==> src/rtl/i2s_pkg.sv <==
// Shared types and constants for the i2s_rx_framer serial-audio receiver.
package i2s_pkg;

    typedef enum logic [1:0] {
        MODE_I2S = 2'd0,
        MODE_LJ  = 2'd1,
        MODE_TDM = 2'd2
    } mode_t;

    typedef enum logic {
        SYNC = 1'b0,
        RUN  = 1'b1
    } state_t;

    localparam int MAX_CHANNELS = 8;
    localparam int CHAN_W       = $clog2(MAX_CHANNELS);

    // The reserved encoding behaves as I2S.
    function automatic mode_t decode_mode(input logic [1:0] m);
        case (m)
            2'd1:    return MODE_LJ;
            2'd2:    return MODE_TDM;
            default: return MODE_I2S;
        endcase
    endfunction

endpackage

==> src/rtl/i2s_slot_shifter.sv <==
// Per-slot bit counter and MSB-first sample capture with zero-padded LSBs.
module i2s_slot_shifter #(
    parameter int DATA_SIZE   = 32,
    parameter int SAMPLE_BITS = 24,
    localparam int CNT_W      = $clog2(DATA_SIZE + 1)
) (
    input  logic                   clk,
    input  logic                   rst_n,
    input  logic                   start,
    input  logic                   data,
    output logic [CNT_W-1:0]       bit_cnt,
    output logic [SAMPLE_BITS-1:0] shreg
);

    localparam int IDX_W = (SAMPLE_BITS > 1) ? $clog2(SAMPLE_BITS) : 1;
    localparam logic [CNT_W-1:0] FULL = CNT_W'(DATA_SIZE);
    localparam logic [CNT_W-1:0] SB   = CNT_W'(SAMPLE_BITS);

    logic [IDX_W-1:0] pos;

    // bit_cnt counts bits already captured, so the next bit lands at SB-1-bit_cnt.
    assign pos = IDX_W'(SB - CNT_W'(1) - bit_cnt);

    always_ff @(posedge clk or negedge rst_n) begin
        if (!rst_n) begin
            bit_cnt <= '0;
            shreg   <= '0;
        end else if (start) begin
            bit_cnt                <= CNT_W'(1);
            shreg                  <= '0;
            shreg[SAMPLE_BITS-1]   <= data;
        end else begin
            if (bit_cnt != FULL) bit_cnt <= bit_cnt + CNT_W'(1);
            if (bit_cnt < SB)    shreg[pos] <= data;
        end
    end

endmodule

==> src/rtl/i2s_rx_framer.sv <==
// I2S / left-justified / TDM receiver: WS edge detection, slot lock FSM and frame checks.
// Optional I2S_RX_STEREO_PAIR_EN adds left_data/right_data/pair_valid stereo pairing.
module i2s_rx_framer
    import i2s_pkg::*;
#(
    parameter int DATA_SIZE   = 32,
    parameter int SAMPLE_BITS = 24,
    parameter int CHANNELS    = 2
) (
    input  logic                   sck_clk,
    input  logic                   rst_n,
    input  logic [1:0]             mode,
    input  logic                   wordSelect,
    input  logic                   data,
    output logic                   sample_valid,
    output logic [SAMPLE_BITS-1:0] sample_data,
    output logic [CHAN_W-1:0]      sample_chan,
    output logic                   frame_err,
    output logic                   locked
`ifdef I2S_RX_STEREO_PAIR_EN
    ,
    output logic [SAMPLE_BITS-1:0] left_data,
    output logic [SAMPLE_BITS-1:0] right_data,
    output logic                   pair_valid
`endif
);

    localparam int CNT_W = $clog2(DATA_SIZE + 1);
    localparam logic [CNT_W-1:0]  FULL      = CNT_W'(DATA_SIZE);
    localparam logic [CHAN_W-1:0] LAST_SLOT = CHAN_W'(CHANNELS - 1);

    state_t                   state_q, state_n;
    mode_t                    md;
    logic                     ws_d, ws_dd;
    logic [1:0]               mode_q;
    logic                     lost_q, lost_n;
    logic [CHAN_W-1:0]        slot_idx, idx_n, new_idx;
    logic [CNT_W-1:0]         bit_cnt;
    logic [SAMPLE_BITS-1:0]   shreg, data_n;
    logic [CHAN_W-1:0]        chan_n;
    logic                     valid_n, err_n, locked_n;
    logic                     frame_start, slot_start, mode_chg, close_ok, overrun;

    i2s_slot_shifter #(.DATA_SIZE(DATA_SIZE), .SAMPLE_BITS(SAMPLE_BITS)) u_shift (
        .clk(sck_clk), .rst_n(rst_n), .start(slot_start), .data(data),
        .bit_cnt(bit_cnt), .shreg(shreg)
    );

    // Internal TDM slot boundaries only count once locked and not discarding.
    always_comb begin
        md          = decode_mode(mode);
        frame_start = ws_d & ~ws_dd;
        slot_start  = 1'b0;
        new_idx     = slot_idx;
        case (md)
            MODE_LJ: begin
                slot_start = wordSelect ^ ws_d;
                new_idx    = CHAN_W'(wordSelect);
            end
            MODE_TDM: begin
                slot_start = frame_start | (state_q == RUN && !lost_q && bit_cnt == FULL);
                new_idx    = frame_start ? '0 : slot_idx + CHAN_W'(1);
            end
            default: begin
                slot_start = ws_d ^ ws_dd;
                new_idx    = CHAN_W'(ws_d);
            end
        endcase
    end

    always_comb begin
        mode_chg = (state_q == RUN) && (mode != mode_q);
        close_ok = (bit_cnt == FULL);
        overrun  = 1'b0;
        if (md == MODE_TDM) begin
            if (frame_start)                 close_ok = close_ok && (slot_idx == LAST_SLOT);
            else if (slot_idx == LAST_SLOT) begin
                close_ok = 1'b0;
                overrun  = 1'b1;
            end
        end
    end

    always_comb begin
        state_n  = state_q;
        locked_n = locked;
        lost_n   = lost_q;
        idx_n    = slot_idx;
        valid_n  = 1'b0;
        err_n    = 1'b0;
        data_n   = sample_data;
        chan_n   = sample_chan;
        if (mode_chg) begin
            state_n  = SYNC;
            locked_n = 1'b0;
            lost_n   = 1'b0;
        end else if (slot_start) begin
            idx_n  = new_idx;
            lost_n = 1'b0;
            if (state_q == SYNC) begin
                state_n  = RUN;
                locked_n = 1'b1;
            end else if (!lost_q) begin
                lost_n = overrun;
                if (close_ok) begin
                    valid_n = 1'b1;
                    data_n  = shreg;
                    chan_n  = slot_idx;
                end else begin
                    err_n = 1'b1;
                end
            end
        end
    end

    always_ff @(posedge sck_clk or negedge rst_n) begin
        if (!rst_n) begin
            state_q      <= SYNC;
            ws_d         <= 1'b0;
            ws_dd        <= 1'b0;
            mode_q       <= 2'd0;
            lost_q       <= 1'b0;
            slot_idx     <= '0;
            sample_valid <= 1'b0;
            sample_data  <= '0;
            sample_chan  <= '0;
            frame_err    <= 1'b0;
            locked       <= 1'b0;
        end else begin
            state_q      <= state_n;
            ws_d         <= wordSelect;
            ws_dd        <= ws_d;
            mode_q       <= mode;
            lost_q       <= lost_n;
            slot_idx     <= idx_n;
            sample_valid <= valid_n;
            sample_data  <= data_n;
            sample_chan  <= chan_n;
            frame_err    <= err_n;
            locked       <= locked_n;
        end
    end

`ifdef I2S_RX_STEREO_PAIR_EN
    logic                   left_ok_q, left_ok_n, pair_n;
    logic [SAMPLE_BITS-1:0] left_n, right_n;

    // A pair needs a clean channel-0 close earlier in the same frame.
    always_comb begin
        left_ok_n = left_ok_q;
        left_n    = left_data;
        right_n   = right_data;
        pair_n    = 1'b0;
        if (mode_chg) begin
            left_ok_n = 1'b0;
        end else if (slot_start && state_q == RUN && !lost_q) begin
            if (slot_idx == '0) begin
                left_ok_n = close_ok;
                if (close_ok) left_n = shreg;
            end else if (slot_idx == CHAN_W'(1)) begin
                left_ok_n = 1'b0;
                if (close_ok && left_ok_q) begin
                    pair_n  = 1'b1;
                    right_n = shreg;
                end
            end
        end
    end

    always_ff @(posedge sck_clk or negedge rst_n) begin
        if (!rst_n) begin
            left_ok_q  <= 1'b0;
            left_data  <= '0;
            right_data <= '0;
            pair_valid <= 1'b0;
        end else begin
            left_ok_q  <= left_ok_n;
            left_data  <= left_n;
            right_data <= right_n;
            pair_valid <= pair_n;
        end
    end
`endif

endmodule
==> config.mk <==
export PLATFORM = sky130hd
export DESIGN_NAME = i2s_rx_framer
export DESIGN_NICKNAME = d
export VERILOG_FILES = /design/src/rtl/i2s_pkg.sv /design/src/rtl/i2s_slot_shifter.sv /design/src/rtl/i2s_rx_framer.sv
export SDC_FILE = /design/constraint.sdc
export NUM_CORES = 1
export LEC_CHECK = 0
export CAP_MARGIN = 40
export CORE_MARGIN = 2
export CORE_UTILIZATION = 50
export CTS_CLUSTER_SIZE = 8
export DETAILED_ROUTE_END_ITERATION = 7
export HOLD_SLACK_MARGIN = 0.12
export PLACE_DENSITY = 0.73
export SETUP_SLACK_MARGIN = 0.2
export SLEW_MARGIN = 20
export SYNTH_ARGS = -nofsm -noshare
export SYNTH_HDL_FRONTEND = slang
export SYNTH_SLANG_ARGS = --single-unit
==> constraint.sdc <==
create_clock -name sck_clk -period 7.4 [get_ports sck_clk]
set_clock_uncertainty 0.2 [all_clocks]
set_input_delay 1.48 -clock sck_clk [delete_from_list [all_inputs] [get_ports sck_clk]]
set_output_delay 1.48 -clock sck_clk [all_outputs]
set_load 0.005 [all_outputs]
==> results of run 1 <==
## worst paths after layout
path,slack (ns),start,cells past startpoint,end
min in group asynchronous,0.98,rst_n,2,u_shift.shreg[0]$_DFFE_PN0P_
max,3.45,mode[1],8,sample_data[14]$_DFFE_PN0P_
max in group asynchronous,5.49,rst_n,3,u_shift.bit_cnt[5]$_DFFE_PN0P_
min,0.25,ws_d$_DFF_PN0_,0,ws_dd$_DFF_PN0_
max reg2reg,4.61,u_shift.bit_cnt[0]$_DFFE_PN0P_,6,frame_err$_DFF_PN0_
min reg2reg,0.25,ws_d$_DFF_PN0_,0,ws_dd$_DFF_PN0_
## worst reg2reg max path: stages (launching register included)
cell and delay (ns):
dfrtp_1 0.43, inv_1 0.13, ha_1 0.38, and4b_1 0.30
a211oi_2 0.13, or3_1 0.51, a2111oi_0 0.54
## logic make-up after synthesis
kind of cell    count (synthesis)
buf+inv                        21
mux                            56
xor+xnor                        8
flops                          69
fa+ha+maj                       8
simple gates                   81
compound gates                 16
## layout make-up
cell class	instances	area share, %
Sequential cell	69	46.2
Clock buffer	13	3.98
Timing Repair Buffer	41	11.0
Multi-Input combinational cell	169	35.4
Inverter	7	0.703
Tap cell	75	2.51
Clock inverter	2	0.268
## routing by layer
layer,up-vias,routed length (um)
li1,978,-
met1,975,2870
met2,41,2440
met3,9,242
met4,0,86
met5,-,0
## registers in the layout, indices dropped and copies added, names as in the netlist
name	count
slot_idx	3
ws_dd	1
lost_q	1
mode_q	2
sample_data	24
frame_err	1
sample_valid	1
u_shift.shreg	24
u_shift.bit_cnt	6
state_q	1
ws_d	1
locked	1
sample_chan	3
## Yosys cell counts
| cell type | number | area share [%] |
|---|---|---|
| a2111oi_0 | 1 | 0.28 |
| and3b_1 | 2 | 0.56 |
| o31ai_1 | 1 | 0.24 |
| o21ai_0 | 4 | 0.64 |
| and2b_1 | 1 | 0.24 |
| or2b_1 | 1 | 0.24 |
| nand2_1 | 4 | 0.48 |
| xor2_1 | 5 | 1.4 |
| and4b_1 | 1 | 0.32 |
| a211oi_2 | 1 | 0.40 |
| mux2i_1 | 25 | 8.0 |
| a2111oi_4 | 1 | 0.87 |
| or3_1 | 1 | 0.20 |
| o41ai_1 | 2 | 0.56 |
| a21oi_1 | 1 | 0.16 |
| ha_1 | 8 | 3.2 |
| nor3_1 | 3 | 0.48 |
| and3_1 | 2 | 0.40 |
| o31a_1 | 1 | 0.28 |
| a22o_1 | 1 | 0.28 |
| o21a_1 | 2 | 0.48 |
| nand3b_1 | 1 | 0.24 |
| nand2b_1 | 3 | 0.60 |
| nand3_1 | 26 | 4.1 |
| nor2b_1 | 1 | 0.20 |
| nor2_1 | 30 | 3.6 |
| or2_2 | 1 | 0.20 |
| o211ai_1 | 1 | 0.24 |
| mux2_4 | 1 | 0.48 |
| dfrtp_1 | 69 | 55 |
| nor3_4 | 1 | 0.52 |
| nor3b_1 | 3 | 0.72 |
| inv_1 | 7 | 0.84 |
| buf_2 | 2 | 0.32 |
| mux2_2 | 30 | 11 |
| buf_6 | 2 | 0.72 |
| xnor2_1 | 3 | 0.84 |
| clkbuf_1 | 10 | 1.2 |
## stage by stage
| stage | power [mW] | worst slack, ns | hold WS [ns] |
|---|---|---|---|
| 2_1_floorplan | 0.500 | 3.66 | 0.201 |
| 3_3_place_gp | 0.538 | 3.17 | 0.226 |
| 3_5_place_dp | 0.542 | 3.09 | 0.234 |
| 4_1_cts | 0.802 | 3.44 | 0.249 |
| 5_1_grt | 0.838 | 3.34 | 0.277 |
| 6_report | 0.792 | 3.45 | 0.251 |
## power breakdown
| group | leakage, nW | internal (mW) | switching (mW) |
|---|---|---|---|
| Sequential | 0.940 | 0.396 | 0.0210 |
| Clock | 0.0833 | 0.128 | 0.129 |
| Combinational | 0.828 | 0.0517 | 0.0673 |
==> flow_metrics.py, run 1 <==
metrics = {
    "cts": {
        "clock_latency_ns": 0.33,
        "ctsResizeCount": 0,
        "cts-buffers-inserted": 9,
        "clockBufferDepth": 2,
        "post_cts_buffers": 0,
        "clock_sinks": 69,
        "ctsHoldBuffers": 0,
        "cts.clk_slew.worst_paths_ns": 0.07,
        "cts_htree_levels": 3,
        "root_buffer": "clkbuf_8",
        "cts_tree": "built",
    },
    "global_routing": {
        "grt_pass1_wl_um": 9980,
        "grtUsageTotal_pct": 18.1,
        "grtUsageMet1_pct": 26.7,
        "met3_usage_pct": 4.67,
        "grt_start_max_net_pins": 36,
        "busiest_layer": "met1",
        "use_met2_pct": 25.2,
        "grt_remaining_overflow": 0,
        "antenna_found_initial": 0,
        "grt_pass1_vias": 2020,
    },
    "floorplanning": {
        "die_x_um": 83.3,
        "fp.dieH_um": 83.3,
        "die_area_um2": 6940,
        "placementRows": 28,
        "ios": 36,
        "core_um2": 5990,
        "initial_core_util_pct": 52.5,
    },
    "worst_setup_path": {
        "cp_num_buf_inv": 3,
        "critPathTopFamily": "buffers and inverters",
        "cp_slowest_stage_delay_ns": 0.53,
        "cp_slowest_cell": "clkdlybuf4s50_1",
        "worst-setup-path-type": "in -> reg",
        "arrival_ns": 3.97,
        "startpoint_type": "input pin",
        "cp_max_fo": 28,
        "crit_required_ns": 7.42,
        "cp-end-kind": "flip-flop",
        "crit_chain": "clkdlybuf4s50_1, inv_1, ha_1, mux2i_1, mux2_4, a2111oi_4, buf_4, mux2_2",
    },
    "power": {
        "p_leak_nw": 1.85,
        "power.density_nw_per_um2": 212,
        "peakVddDrop_v": 0.000129,
    },
    "detailed_routing": {
        "via_per_inst": 5.33,
        "detail_route.iter0.violations": 114,
        "via_count": 2003,
        "ant_nets": 0,
        "drc": 0,
        "dr.pass1.iters": 4,
        "wire_per_inst_um": 15.0,
        "wl_um": 5630,
    },
    "timing": {
        "fin_setup_tns_ns": 0,
        "finalSetupViolations": 0,
        "hold_viol_final": 0,
        "min_period_ns": 3.95,
        "max_slew_margin_pct": 65.4,
        "rsz0062_at_grt": "no",
        "max_freq_ghz": 0.253,
        "period_share_pct": 53.4,
        "maxSlewViolCount": 0,
        "worstMarginPinSlew_ns": 0.505,
    },
    "cells_and_area": {
        "n_fill_cell": 496,
        "multiInputGateArea_um2": 1320,
        "seqCellArea_um2": 1730,
        "final_util_pct": 62.4,
        "final_common_cell": "dfrtp_1",
        "design_area_um2": 3740,
        "layout_common_cells": "dfrtp_1 (69), clkdlybuf4s50_1 (34), nor2_1 (30), mux2_2 (30), nand3_1 (26)",
        "diodes": 0,
        "layoutNonFillerInstCount": 376,
        "nets": 311,
        "syn2layout_area_growth_pct": 18.8,
        "drive_above_1_share_pct": 17.9,
    },
    "place": {
        "dp_hpwl_um": 3650,
        "dp_cells": 360,
        "gp_congestion": 0.801,
        "placed_area_um2": 3570,
        "portBuffers": 35,
    },
    "synth": {
        "ys_ff_latch": 69,
        "postSynthCellCount": 259,
        "synth_adder_area_share_pct": 3.18,
        "syn_area_um2": 3150,
        "synth_top_family_by_area": "multiplexers",
        "synth_xor_area_share_pct": 2.23,
        "muxShareOfSynthArea_pct": 19.2,
        "syn_area_per_cell_um2": 12.1,
        "synth-simple-area-share_pct": 13.1,
        "synth_compound_area_share_pct": 4.41,
        "yosys_warnings": 0,
        "synth-seq-area-share_pct": 54.9,
        "synth.distinct_cells": 38,
        "syn_nets": 273,
    },
    "job": {
        "max-cap-violations": 0,
    },
    "outcome": {
        "outcome": "complete, no violations",
    },
    "hold_path": {
        "hold_path.class": "reg -> reg",
    },
}
(Power assumes the default switching activity.)
==> run 2, diff against run 1 <==
==> constraint.sdc (replaced) <==
create_clock -name sck_clk -period 4 [get_ports sck_clk]
set_clock_uncertainty 0.2 [all_clocks]
set_input_delay 0.8 -clock sck_clk [delete_from_list [all_inputs] [get_ports sck_clk]]
set_output_delay 0.8 -clock sck_clk [all_outputs]
set_load 0.005 [all_outputs]
==> run 2 against run 1 <==
Compared with the run above:
- register-to-register slack worse by 3.4 ns
- first-iteration DRC count decreased by 12%
- non-clock buffer count rose by 2
- highest routed layer unchanged
- global-route usage grew 0.56 points
- hold slack improved by 0.0080 ns
- routed wire length up 4.4%
- cell area up 1.4%
- sequential share of layout area decreased by 0.65 points
- power up 92%
- die area stayed put
- clock power up 110%
==> flow_metrics.py, run 2 (synthesis gave the netlist of run 1 again) <==
metrics = {
    "timing": {
        "fin_setup_tns_ns": 0,
        "maxSlewViolCount": 0,
        "worstMarginPinSlew_ns": 0.515,
        "max_freq_ghz": 0.314,
        "max_slew_margin_pct": 64.8,
        "period_share_pct": 79.5,
        "whs_ns": 0.259,
        "min_period_ns": 3.18,
        "finalSetupViolations": 0,
        "hold_viol_final": 0,
        "rsz0062_at_grt": "no",
    },
    "worst_setup_path": {
        "crit_required_ns": 4.03,
        "startpoint_type": "input pin",
        "arrival_ns": 3.21,
        "cp-end-kind": "flip-flop",
        "cp_max_fo": 19,
        "worst-setup-path-type": "in -> reg",
    },
    "cells_and_area": {
        "drive_above_1_share_pct": 19.4,
        "layoutNonFillerInstCount": 379,
        "layout_common_cells": "dfrtp_1 (69), clkdlybuf4s50_1 (34), nor2_1 (30), mux2_2 (30), nand3_1 (26)",
        "syn2layout_area_growth_pct": 20.6,
        "largest_registers": "sample_data: 24 flops, u_shift.shreg: 24 flops, u_shift.bit_cnt: 6 flops",
        "nets": 313,
        "design_area_um2": 3790,
        "diodes": 0,
        "final_common_cell": "dfrtp_1",
    },
    "floorplanning": {
        "fp.dieH_um": 83.3,
        "die_x_um": 83.3,
        "core_um2": 5990,
        "placementRows": 28,
        "ios": 36,
        "die_area_um2": 6940,
        "initial_core_util_pct": 52.5,
    },
    "detailed_routing": {
        "wire_per_inst_um": 15.5,
        "met1_length_um": 2990,
        "ant_nets": 0,
        "wl_um": 5880,
        "top_layer_used": "met4",
        "wl_met3_um": 232,
        "dr_wl_met2_um": 2570,
        "via_count": 2017,
        "detail_route.iter0.violations": 100,
        "dr.pass1.iters": 4,
        "drc": 0,
        "via_per_inst": 5.32,
    },
    "global_routing": {
        "antenna_found_initial": 0,
        "grt_remaining_overflow": 0,
        "grt_start_max_net_pins": 38,
        "grtUsageTotal_pct": 18.6,
        "grt_pass1_wl_um": 10300,
        "grt_pass1_vias": 2080,
    },
    "cts": {
        "clock_sinks": 69,
        "post_cts_buffers": 0,
        "cts.clk_slew.worst_paths_ns": 0.08,
        "cts-buffers-inserted": 9,
        "clockBufferDepth": 2,
        "ctsResizeCount": 0,
        "clock_latency_ns": 0.35,
        "cts_tree": "built",
        "root_buffer": "clkbuf_8",
        "cts_htree_levels": 3,
    },
    "place": {
        "dp_cells": 360,
        "portBuffers": 35,
        "dp_hpwl_um": 3840,
        "placed_area_um2": 3570,
        "gp_congestion": 0.809,
    },
    "hold_path": {
        "hold_path.class": "reg -> reg",
    },
    "job": {
        "max-cap-violations": 0,
    },
    "power": {
        "peakVddDrop_v": 0.000305,
        "power.density_nw_per_um2": 401,
        "p_leak_nw": 1.87,
    },
    "outcome": {
        "outcome": "complete, no violations",
    },
}
==> run 2: layout make-up <==
cell class / count / area [um^2]
sequential: 69 / 1730
inverter: 7 / 26.3
tap: 75 / 93.8
timing repair buffer: 43 / 437
fill: 481 / 2200
multi-input combinational: 169 / 1320
clock buffer: 11 / 151
clock inverter: 5 / 35.0
==> run 2: layer usage <==
metal / vias up / track usage, %
met5: - / 0
met4: 0 / 6.26
met3: 8 / 5.67
met2: 34 / 26.8
met1: 989 / 26.9
li1: 986 / -
==> run 2: where the power goes <==
part / internal (mW) / total, mW / switching, mW
logic: 0.0973 / 0.223 / 0.126
clock network: 0.257 / 0.528 / 0.270
registers: 0.731 / 0.769 / 0.0380
==> run 2: path summary, 6_finish.rpt <==
kind	start	to	slack, ns	cells after the start
min in group asynchronous	rst_n	locked$_DFFE_PN0P_	0.62	2
setup reg to reg	u_shift.bit_cnt[0]$_DFFE_PN0P_	frame_err$_DFF_PN0_	1.23	6
hold reg to reg	ws_d$_DFF_PN0_	ws_dd$_DFF_PN0_	0.26	0
hold / removal	ws_d$_DFF_PN0_	ws_dd$_DFF_PN0_	0.26	0
max in group asynchronous	rst_n	u_shift.shreg[17]$_DFFE_PN0P_	2.53	3
setup / recovery	mode[1]	sample_data[16]$_DFFE_PN0P_	0.82	8
==> run 2: critical path, cell delays in order <==
cell and delay (ns):
clkdlybuf4s50_1 0.54, inv_1 0.06, ha_1 0.20, mux2i_1 0.19, mux2_4 0.37, a2111oi_4 0.35
buf_4 0.32, mux2_2 0.37
==> run 2: timing repair <==
item | 4_1_cts | 5_1_grt
hold endpoints to repair | 0 | 4
hold buffers | 0 | 1
setup endpoints to repair | 0 | 0
==> run 2: through the flow <==
stage               utilization, %  setup slack [ns]  total power, mW
floorplan                        -             0.936            0.925
global placement              59.5             0.498            0.998
detailed placement            59.5             0.435             1.00
CTS                           62.6             0.813             1.54
global route                  63.3             0.722             1.60
finish                        63.3             0.819             1.52
==> RTL edit 1: new RTL, flow settings as in run 2 <==
Remove the register `sample_valid`: a continuous assignment takes its place, so the output `sample_valid` follows one clock earlier.
--- a/src/rtl/i2s_rx_framer.sv
+++ b/src/rtl/i2s_rx_framer.sv
@@ -121,7 +121,6 @@
             mode_q       <= 2'd0;
             lost_q       <= 1'b0;
             slot_idx     <= '0;
-            sample_valid <= 1'b0;
             sample_data  <= '0;
             sample_chan  <= '0;
             frame_err    <= 1'b0;
@@ -133,13 +132,14 @@
             mode_q       <= mode;
             lost_q       <= lost_n;
             slot_idx     <= idx_n;
-            sample_valid <= valid_n;
             sample_data  <= data_n;
             sample_chan  <= chan_n;
             frame_err    <= err_n;
             locked       <= locked_n;
         end
     end
+
+    assign sample_valid = valid_n;
 
 `ifdef I2S_RX_STEREO_PAIR_EN
     logic                   left_ok_q, left_ok_n, pair_n;
Check against the original RTL: same outputs for any inputs over 10 cycles, from zero or initial values and one cycle with rst_n low; that may be too few to reach the edited logic, so the function may still have changed.
==> RTL edit 1 against run 2 <==
Final cell count is 0.53% higher. Total power is 1.3% higher. Maximum frequency is 12% lower. Count of clock-buffer cells in the layout is 1 lower. Sequential power is 1% lower. Setup slack worse by 0.43 ns. First-iteration DRC count is 42% higher. Synthesized area is 0.80% lower. Design area is 0.26% lower. Sequential cell count is 1 lower. Register-to-register slack worse by 0.15 ns. Routed wire length is 1.3% lower.
==> RTL edit 1: results <==
[cells_and_area]
drive_gt1_share_pct = 20.3
nets = 315
top_regs = sample_data (24), u_shift.shreg (24), u_shift.bit_cnt (6)
diodes = 0

[clock_network]
clk_latency_ns = 0.34
cts_made_buffers = 9
cts_max_level = 3
cts_root_buffer = clkbuf_8
clk_pin_slew_worst_paths_ns = 0.07
cts.path.max_buffers = 2

[global_route]
grt_use_total_pct = 18.4
grt_pass1_vias = 2072
grt_first_pass_wirelength_mm = 10.1
antenna_found_initial = 0
grt_max_degree = 29

[worst_setup_path]
regToRegSetupSlack_ns = 1.08
cp.arrival_ns = 2.61
cp_max_fo = 2
cp_slowest_cell = clkdlybuf4s50_1
critPathMaxStageDelay_ns = 0.49

[pwr]
p_leak_nw = 1.88
ir_drop_mv = 0.295
power.internal_w = 0.00111

[yosys]
synthTopCellsByArea = dfrtp_1 (55%), mux2_2 (11%), mux2i_1 (8.0%)
synth_cells = 258
synth_fp_nets = 272
ys_seq_area_share_pct = 54.5
synth-async-reset-ratio_pct = 100
synthTopCellsByCount = dfrtp_1 (68), mux2_2 (30), nor2_1 (30)
synthDistinctLibCells = 38
synth_warnings = 0

[drt]
routed_wl_mm = 5.80
wl_per_cell_um = 15.2
vias = 2026
drtIter0Drc = 142
firstDrtPassIters = 4
drc = 0

[outcome]
outcome = completed

[timing]
relSlewSlack_pct = 44.9
hold_viol = 0

[hold_path]
min_path_type = reg -> reg

[placed_design]
hpwl_mm = 3.76
post-place-cells = 364
io_buffers = 35
gp_congestion = 0.781
## RTL edit 1: changes by cell type after synthesis
| cell | run 2 | this run |
|---|---|---|
| dfrtp_1 | 69 | 68 |
## RTL edit 1: power by group through the flow
stage | Clock [W] | Combinational [W] | Sequential (W)
2_1_floorplan | 0 | 0.000160 | 0.000754
3_3_place_gp | 0 | 0.000217 | 0.000771
3_5_place_dp | 0 | 0.000226 | 0.000772
4_1_cts | 0.000569 | 0.000229 | 0.000759
5_1_grt | 0.000604 | 0.000254 | 0.000766
6_report | 0.000554 | 0.000227 | 0.000759
## RTL edit 1: worst max-delay path: cells and delay by family
family,cells,cell delay (ns)
adder cells (fa/ha/maj),1,0.19
buffers and inverters,2,0.77
AO/OA/AOI/OAI,1,0.26
multiplexers,2,0.59
## RTL edit 1: layer usage
metal	track usage [%]	share of wire (%)	vias to the layer above	wire, um
met4	8.20	1.7	0	96
met3	5.17	3.7	6	212
li1	-	-	986	-
met2	27.0	45	42	2610
met5	0	0	-	0
met1	25.7	50	992	2880
## RTL edit 1: what timing repair did
action                                 4_1_cts  5_1_grt
resized for setup                            1        0
setup endpoints to repair                    1        1
setup buffers                                0        0
endpoints found under the hold margin        0        0
hold buffers                                 0        0
pin swaps                                    0        1
## RTL edit 1: per-stage QoR
step | total power, W | hold WS (ns) | instance area (um^2) | worst slack (ns)
after global routing | 0.00162 | 0.277 | 3780 | 0.236
after global placement | 0.000988 | 0.241 | 3560 | -0.0381
final | 0.00154 | 0.254 | 3780 | 0.388
after detailed placement | 0.000998 | 0.232 | 3590 | -0.0428
after floorplan | 0.000915 | 0.201 | 3120 | 0.585
after CTS | 0.00156 | 0.254 | 3780 | 0.239
## RTL edit 1: final cells by class
class	instances	area, um^2
fill	479	2210
sequential	68	1700
multi-input combinational	169	1320
timing repair buffer	46	447
clock buffer	10	128
tap	75	93.8
clock inverter	6	63.8
inverter	7	26.3
## RTL edit 1: kinds of logic (layout without fill, tap and decap cells)
logic type      Yosys count  after routing  synth area share [%]
simple gates             81             81                  13.2
flops                    68             68                  54.5
mux                      56             56                  19.3
buf+inv                  21             69                  3.09
compound gates           16             16                  4.45
fa+ha+maj                 8              8                  3.21
xor+xnor                  8              8                  2.24
## RTL edit 1: worst paths after layout
kind / start / to / depth (start not counted)
worst max-delay path: mode[0] / sample_valid / 6
worst min-delay path: ws_d$_DFF_PN0_ / ws_dd$_DFF_PN0_ / 0
worst max register to register: u_shift.bit_cnt[0]$_DFFE_PN0P_ / sample_data[12]$_DFFE_PN0P_ / 7
worst min register to register: ws_d$_DFF_PN0_ / ws_dd$_DFF_PN0_ / 0
max in group asynchronous: rst_n / sample_data[23]$_DFFE_PN0P_ / 3
min in group asynchronous: rst_n / frame_err$_DFF_PN0_ / 1
==> RTL edit 2: new RTL, settings of run 2 <==
Made on the original files. Build with the macro `I2S_RX_STEREO_PAIR_EN` defined.
--- a/src/rtl/i2s_rx_framer.sv
+++ b/src/rtl/i2s_rx_framer.sv
@@ -1,5 +1,7 @@
 // I2S / left-justified / TDM receiver: WS edge detection, slot lock FSM and frame checks.
 // Optional I2S_RX_STEREO_PAIR_EN adds left_data/right_data/pair_valid stereo pairing.
+`define I2S_RX_STEREO_PAIR_EN
+
 module i2s_rx_framer
     import i2s_pkg::*;
 #(
Behaviour (old outputs only; new: left_data, pair_valid and right_data): unchanged (equiv_simple and equiv_induct, registers matched by name and starting in step).
==> RTL edit 2 against run 2 <==
Sequential cell count is 50 higher. Die area is 60% higher. Sequential power is 66% higher. Count of clock-buffer cells in the layout is 8 higher. Total power is 110% higher. Synthesized cell count is 53% higher. Routed wire length is 83% higher. Design area is 79% higher. Non-clock buffer count is 52 higher. First-iteration DRC count is 7.0% lower. Largest cell class unchanged. Setup slack worse by 0.27 ns. Synthesized area is 64% higher.
==> RTL edit 2: results <==
[cells_and_area]
nonClkBufAreaFrac_pct = 14.1
nFillCells = 756
clkbuf_count = 19
drive_gt1_share_pct = 23.3
multi_input_area_um2 = 2030
n_all_buffers = 95
clkCellAreaFrac_pct = 9.36
nMultiInputCombCells = 250
regArea_um2 = 2980

[yosys]
ys_seq_area_share_pct = 57.7
synth_xor_area_share_pct = 1.19
synthDistinctLibCells = 42
muxShareOfSynthArea_pct = 20.7
synth_cells = 396
synthAdderAreaFrac_pct = 2.18
synthTopCellsByArea = dfrtp_1 (58%), mux2_4 (8.7%), mux2_2 (8.3%)
synth-compound-area-share_pct = 4.15
synth_fp_nets = 411

[clock_network]
clk_pin_slew_worst_paths_ns = 0.06
cts_max_level = 4
clk_latency_ns = 0.51

[global_route]
grt_max_degree = 69
grt_pass1_vias = 3482
grt_use_met3_pct = 5.07
grt_first_pass_wirelength_mm = 17.8
use_met2_pct = 33.1
grt_use_total_pct = 20.5
use_met1_pct = 26.9

[worst_setup_path]
critPathMaxStageDelay_ns = 0.56
worstReg2RegStart = u_shift.bit_cnt[2]$_DFFE_PN0P_
regToRegSetupSlack_ns = 1.13
cp.arrival_ns = 3.64
r2r-end = left_data[16]$_DFFE_PN0P_

[drt]
wl_met2_mm = 5.49
drt-met1-wl_mm = 4.73
routed_wl_mm = 10.7
drtIter0Drc = 93
dr.max_layer_used = met4
vias = 3346
wl_met3_um = 408

[placed_design]
hpwl_mm = 6.91
post-place-cells = 604
gp_congestion = 0.837
io_buffers = 84
pre_cts_ws_ns = 0.0862

[pwr]
p_leak_nw = 3.26
finalPower_w = 0.00317
ir_drop_mv = 0.335
pg_seq_w = 0.00128

[timing]
setup-violations-final = 0
tightestPinTransition_ns = 0.857

[outcome]
outcome = completed
## RTL edit 2: worst max-delay path by stage
stage,slack [ns],depth (start not counted),end
after CTS,0.55,9,left_data[16]$_DFFE_PN0P_
after global routing,0.44,9,left_data[18]$_DFFE_PN0P_
after global placement,0.16,8,sample_data[1]$_DFFE_PN0P_
final,0.55,9,left_data[16]$_DFFE_PN0P_
after detailed placement,0.09,9,left_data[16]$_DFFE_PN0P_
after floorplan,0.83,8,sample_chan[0]$_DFFE_PN0P_
## RTL edit 2: metrics by stage
step | hold slack (ns) | cell area [um^2]
2_1_floorplan | 0.208 | 5160
3_3_place_gp | 0.232 | 6120
3_5_place_dp | 0.240 | 6120
4_1_cts | 0.215 | 6750
5_1_grt | 0.271 | 6800
6_report | 0.252 | 6800
## RTL edit 2: timing repair
item,4_1_cts,5_1_grt
gates resized for setup,0,0
hold buffers,0,1
hold endpoints to repair,0,7
